## src/rtl/smart_viol_ctrl.sv

```systemverilog
`default_nettype none
// ============================================================================
//  Module   : smart_viol_ctrl
//  Purpose  : Converts each violation level coming from smart_mac into a
//             clean, fixed-length system reset pulse.  It logs the first
//             unacknowledged violation (address + PC), flags overflow when a
//             new violation arrives before the log is acknowledged, and keeps
//             a saturating count of violations since power-on reset.
//  Config   : SMART_VIOL_LOCK_EN - when defined, the violation that brings the
//             count to MAX_VIOL enters a permanent LOCK state (sys_rst and
//             locked held high until puc_rst).  When undefined, there is no
//             LOCK state, locked is tied low and MAX_VIOL is unused.
//  Ports    :
//    mclk          in   clock, rising edge
//    puc_rst       in   async active-high power-on reset
//    viol_req      in   violation level from smart_mac
//    viol_addr     in   mem_addr at time of violation
//    viol_pc       in   ins_addr at time of violation
//    disable_debug in   ignore new violations, abort a running pulse
//    log_ack       in   one-cycle pulse clearing viol_valid / viol_ovf
//    sys_rst       out  registered system reset pulse
//    viol_valid    out  log holds an unacknowledged violation
//    viol_ovf      out  sticky: violation while viol_valid was set
//    viol_addr_q   out  logged address
//    viol_pc_q     out  logged PC
//    viol_cnt      out  saturating violation count
//    locked        out  permanent lock active
//  Revision : 1.0 - initial release
// ============================================================================
module smart_viol_ctrl #(
    parameter int SIZE_MEM_ADDR = 15,
    parameter int RST_CYCLES    = 16,
    parameter int DRAIN_CYCLES  = 4,
    parameter int CNT_W         = 8,
    parameter int MAX_VIOL      = 3
) (
    input  logic                     mclk,
    input  logic                     puc_rst,
    input  logic                     viol_req,
    input  logic [SIZE_MEM_ADDR:0]   viol_addr,
    input  logic [15:0]              viol_pc,
    input  logic                     disable_debug,
    input  logic                     log_ack,
    output logic                     sys_rst,
    output logic                     viol_valid,
    output logic                     viol_ovf,
    output logic [SIZE_MEM_ADDR:0]   viol_addr_q,
    output logic [15:0]              viol_pc_q,
    output logic [CNT_W-1:0]         viol_cnt,
    output logic                     locked
);

    // Timer only ever holds RST_CYCLES-1 or DRAIN_CYCLES-1, so clog2 of the
    // larger count is enough; keep at least one bit.
    localparam int TMAX = (RST_CYCLES > DRAIN_CYCLES) ? RST_CYCLES : DRAIN_CYCLES;
    localparam int TW   = (TMAX > 1) ? $clog2(TMAX) : 1;

    localparam logic [TW-1:0] RST_LOAD   = TW'(RST_CYCLES - 1);
    localparam logic [TW-1:0] DRAIN_LOAD = TW'(DRAIN_CYCLES - 1);

`ifdef SMART_VIOL_LOCK_EN
    localparam logic [CNT_W-1:0] LOCK_AT = CNT_W'(MAX_VIOL);
`endif

    typedef enum logic [1:0] {
        ST_IDLE  = 2'd0,
        ST_HOLD  = 2'd1,
        ST_DRAIN = 2'd2,
        ST_LOCK  = 2'd3
    } state_t;

    state_t                   state_q;
    logic [TW-1:0]            timer_q;
    logic                     sys_rst_q;
    logic                     valid_q;
    logic                     ovf_q;
    logic [SIZE_MEM_ADDR:0]   addr_q;
    logic [15:0]              pc_q;
    logic [CNT_W-1:0]         cnt_q;
    logic [CNT_W-1:0]         cnt_d;
    logic                     viol_trig;
    logic                     capture;

    // A violation is only accepted while armed in IDLE.
    assign viol_trig = (state_q == ST_IDLE) & viol_req & ~disable_debug;

    // Log is free when empty, or when it is being acknowledged this edge.
    assign capture   = ~valid_q | log_ack;

    // Saturating increment: hold at all-ones.
    assign cnt_d     = (&cnt_q) ? cnt_q : (cnt_q + CNT_W'(1));

`ifdef SMART_VIOL_LOCK_EN
    logic locked_q;
    assign locked = locked_q;
`else
    assign locked = 1'b0;
`endif

    always_ff @(posedge mclk or posedge puc_rst) begin
        if (puc_rst) begin
            state_q   <= ST_IDLE;
            timer_q   <= '0;
            sys_rst_q <= 1'b0;
            valid_q   <= 1'b0;
            ovf_q     <= 1'b0;
            addr_q    <= '0;
            pc_q      <= '0;
            cnt_q     <= '0;
`ifdef SMART_VIOL_LOCK_EN
            locked_q  <= 1'b0;
`endif
        end else begin
            // Logging runs independently of the pulse sequencing so that
            // acknowledge works in every state, including LOCK.
            if (viol_trig) begin
                if (capture) begin
                    addr_q  <= viol_addr;
                    pc_q    <= viol_pc;
                    valid_q <= 1'b1;
                    ovf_q   <= 1'b0;
                end else begin
                    ovf_q   <= 1'b1;
                end
            end else if (log_ack) begin
                valid_q <= 1'b0;
                ovf_q   <= 1'b0;
            end

            case (state_q)
                ST_IDLE: begin
                    if (viol_trig) begin
                        cnt_q     <= cnt_d;
                        sys_rst_q <= 1'b1;
                        timer_q   <= RST_LOAD;
`ifdef SMART_VIOL_LOCK_EN
                        if (cnt_d == LOCK_AT) begin
                            state_q  <= ST_LOCK;
                            locked_q <= 1'b1;
                        end else begin
                            state_q  <= ST_HOLD;
                        end
`else
                        state_q   <= ST_HOLD;
`endif
                    end
                end

                ST_HOLD: begin
                    // Abort on disable_debug, otherwise release after the
                    // timer has counted the full pulse length.
                    if (disable_debug || (timer_q == '0)) begin
                        sys_rst_q <= 1'b0;
                        state_q   <= ST_DRAIN;
                        timer_q   <= DRAIN_LOAD;
                    end else begin
                        timer_q   <= timer_q - TW'(1);
                    end
                end

                ST_DRAIN: begin
                    // Re-arm only once quiet time is over and the violation
                    // level has dropped; a stuck-high request stays here.
                    if (timer_q == '0) begin
                        if (!viol_req) begin
                            state_q <= ST_IDLE;
                        end
                    end else begin
                        timer_q <= timer_q - TW'(1);
                    end
                end

                default: begin
`ifdef SMART_VIOL_LOCK_EN
                    // LOCK: only puc_rst leaves this state.
                    sys_rst_q <= 1'b1;
`else
                    state_q   <= ST_IDLE;
                    sys_rst_q <= 1'b0;
`endif
                end
            endcase
        end
    end

    assign sys_rst     = sys_rst_q;
    assign viol_valid  = valid_q;
    assign viol_ovf    = ovf_q;
    assign viol_addr_q = addr_q;
    assign viol_pc_q   = pc_q;
    assign viol_cnt    = cnt_q;

endmodule
`default_nettype wire

```

## config.mk

```make
export PLATFORM = sky130hd
export DESIGN_NAME = smart_viol_ctrl
export DESIGN_NICKNAME = d
export VERILOG_FILES = /design/src/rtl/smart_viol_ctrl.sv
export SDC_FILE = /design/constraint.sdc
export NUM_CORES = 1
export LEC_CHECK = 0
export CAP_MARGIN = 5
export CORE_ASPECT_RATIO = 1.1
export CORE_MARGIN = 10
export CORE_UTILIZATION = 44
export DETAILED_ROUTE_END_ITERATION = 16
export PLACE_DENSITY = 0.79
export SYNTH_ARGS = -nofsm -noshare
export SYNTH_HDL_FRONTEND = slang
export SYNTH_SLANG_ARGS = --single-unit
```

## constraint.sdc

```tcl
create_clock -name mclk -period 2 [get_ports mclk]
set_input_delay 0.4 -clock mclk [delete_from_list [all_inputs] [get_ports mclk]]
set_output_delay 0.4 -clock mclk [all_outputs]
set_load 0.005 [all_outputs]
```

==> flow_metrics.py <==
metrics = {
    "global_route": {
        "grt_pass1_vias": 1653,
        "grt-busiest-layer": "met2",
        "grt_pass1_wl_mm": 8.56,
        "grt_use_total_pct": 13.0,
        "grt_max_degree": 50,
        "grt-ovfl-total": 0,
        "use_met1_pct": 16.1,
        "met2_usage_pct": 20.9,
        "antenna_found_initial": 0,
        "use_met3_pct": 4.77,
    },
    "yosys": {
        "synth.largest_area_cell": "dfrtp_1",
        "syn-num-nets": 209,
        "synth_seq_cells": 49,
        "syn_avg_cell_area_um2": 13.3,
        "yosysTopAreaCellShare_pct": 55.8,
        "synth_cell_types": 31,
        "synth_edf_count": 0,
        "yosysSeqAreaShare_pct": 55.8,
        "async_flop_share_pct": 100,
        "synth-warning-count": 0,
        "synth_ff_type": "dfrtp_1",
        "synth_area_um2": 2200,
        "synthTopCellsByCount": "dfrtp_1, mux2_2, nor2_1",
        "synth_cells": 165,
        "synthTopCellsByArea": "dfrtp_1, mux2_2, ha_1",
        "synthMostInstantiatedCell": "dfrtp_1",
    },
    "routing": {
        "vias": 1581,
        "wl_mm": 5.17,
        "ant_nets": 0,
        "vias_per_cell": 5.07,
        "drtIter0Drc": 54,
        "wl_per_cell_um": 16.6,
        "drt_pass1_iterations": 4,
        "drc": 0,
    },
    "sta": {
        "min_period_ns": 1.89,
        "fin_crit_sh_pct": 94.5,
        "tns_ns": 0,
        "timing.final.ws_setup_ns": 0.110,
        "holdWs_ns": 0.444,
        "skew_ns": 0.00538,
        "rsz0062_at_grt": "false",
        "setup_violations": 0,
        "fmax_mhz": 529,
        "finalMaxSlewViolations": 0,
        "final_hold_viol_count": 0,
    },
    "worst_setup_path": {
        "worst_ep_required_time_ns": 2.19,
        "worst_path_dominant_cell_family": "simple AND/OR/NAND/NOR gates",
        "cp-end-kind": "flop",
        "worstSetupStartpointType": "flop",
        "max_stage_delay_ns": 0.41,
        "crit_chain": "inv_1 > ha_2 > nor2_1 > or3_4 > o21ai_2 > mux2_1",
        "crit_type": "reg2reg",
        "reg2reg_depth": 6,
        "crit_slowest_cell": "dfrtp_1",
        "crit_cells": 6,
        "critical_path.max_fanout": 4,
        "critPathArrivalTime_ns": 2.08,
        "worst-path-buf-inv": 1,
    },
    "place": {
        "dp.cells": 304,
        "place_area_um2": 3120,
        "gp_congestion": 0.805,
        "dp_hpwl_mm": 4.01,
        "dp_worst_setup_slack_ns": 0.0176,
        "port_buffers": 79,
    },
    "min_path": {
        "min-delay-path-class": "in2async",
    },
    "layout": {
        "fill_cells": 377,
        "drive_above_1_share_pct": 22.3,
        "design_area_um2": 3260,
        "layout.nets": 299,
        "num_antenna_cells": 0,
        "post-route-util_pct": 68.6,
        "syn_to_final_growth_pct": 48.2,
        "finalNonFillerCells": 312,
    },
    "power_and_ir_drop": {
        "combinationalPowerShare_pct": 44.0,
        "internal-power_mw": 3.26,
        "powerDensity_nw_per_um2": 1410,
        "p_switching_mw": 1.32,
        "power_switching_share_pct": 28.9,
        "peakVddDrop_mv": 0.624,
        "seq_power_share_pct": 37.9,
        "finalPower_mw": 4.59,
        "p_leak_nw": 1.37,
        "clock_power_share_pct": 18.1,
    },
    "floorplan": {
        "start_util_pct": 46.3,
        "die_h_um": 94.1,
        "coreArea_um2": 4750,
        "dieArea_um2": 8230,
        "rows": 26,
        "die_w_um": 87.4,
        "io_pins": 81,
    },
    "clocking": {
        "numCtsBuffers": 5,
        "cts_tree": "built",
        "htreeDepth": 2,
        "clk_latency_ns": 0.30,
        "clockRootBuffer": "clkbuf_8",
        "cts.clk_slew.worst_paths_ns": 0.09,
        "holdBufCountCts": 0,
        "cts_sinks": 49,
        "clock_path_buffers": 2,
    },
    "run_status": {
        "outcome": "complete, no violations",
    },
    "flow_run": {
        "cap_viol_max_count": 0,
    },
}
-- worst min-delay path, stage by stage --
cell	delay, ns
clkdlybuf4s50_1	0.41
inv_2	0.07
buf_12	0.25
-- registers in the layout, summed over array words and instances, names as in the netlist --
| register | cells |
|---|---|
| state_q | 2 |
| viol_pc_q | 16 |
| viol_valid | 1 |
| viol_cnt | 8 |
| sys_rst | 1 |
| viol_addr_q | 16 |
| timer_q | 4 |
| viol_ovf | 1 |
-- area by class of cell --
| cell class | instances | area, um2 | share of cell area (%) |
|---|---|---|---|
| timing repair buffer | 87 | 888 | 27.3 |
| multi-input combinational | 104 | 910 | 27.9 |
| clock buffer | 5 | 68.8 | 2.11 |
| tap | 56 | 70.1 | 2.15 |
| clock inverter | 3 | 65.1 | 2.00 |
| inverter | 8 | 30.0 | 0.922 |
| sequential | 49 | 1230 | 37.6 |
-- timing repair --
item | 4_1_cts | 5_1_grt
setup buffers | 0 | 0
setup endpoints to repair | 0 | 3
gates resized for setup | 0 | 2
-- power by group through the flow --
stage | logic, mW | registers [mW] | clock network (mW)
2_1_floorplan | 0.864 | 1.76 | 0
3_3_place_gp | 2.00 | 1.73 | 0
3_5_place_dp | 2.05 | 1.76 | 0
4_1_cts | 2.05 | 1.74 | 0.854
5_1_grt | 2.22 | 1.81 | 0.888
6_report | 2.02 | 1.74 | 0.828
-- kinds of logic (layout without fill, tap and decap cells) --
logic type / count (synthesis) / in the layout / synth area share (%)
flip-flops: 49 / 49 / 55.8
XOR/XNOR: 3 / 3 / 1.20
other: 1 / 1 / 0.171
multiplexers: 35 / 35 / 17.9
adder cells (fa/ha/maj): 7 / 7 / 3.98
AND/OR/NAND/NOR: 36 / 36 / 9.73
buffers and inverters: 12 / 103 / 3.24
AO/OA/AOI/OAI: 22 / 22 / 7.97
-- layout by cell type (no fill, tap or decap), types with 3 or more instances in the layout --
cell type,synthesis,layout
buf_12,0,3
nand2b_1,5,5
nor3_1,4,4
mux2_1,3,3
ha_1,7,6
clkbuf_8,0,5
inv_1,8,7
dfrtp_1,49,49
nand2_1,5,5
mux2_2,32,32
o21a_1,3,3
nand3_1,3,3
xnor2_1,3,3
buf_4,1,5
a21oi_1,3,3
o21ai_0,7,7
clkdlybuf4s50_1,0,79
nor2_1,9,9
-- routing by layer --
layer	routed length (um)	vias up
li1	-	760
met1	2200	770
met2	2560	47
met3	360	4
met4	46	0
met5	0	-
-- worst paths after layout --
| path | slack (ns) | start | end |
|---|---|---|---|
| max in group asynchronous | 1.33 | puc_rst | viol_addr_q[9] |
| worst min register to register | 0.49 | viol_pc_q[2] | viol_pc_q[2] |
| worst max-delay path | 0.11 | state_q[0] | state_q[1] |
| min in group mclk | 0.49 | viol_pc_q[2] | viol_pc_q[2] |
| worst min-delay path | 0.44 | puc_rst | viol_pc_q[6] |
| worst max register to register | 0.11 | state_q[0] | state_q[1] |
(Power assumes the default switching activity.)
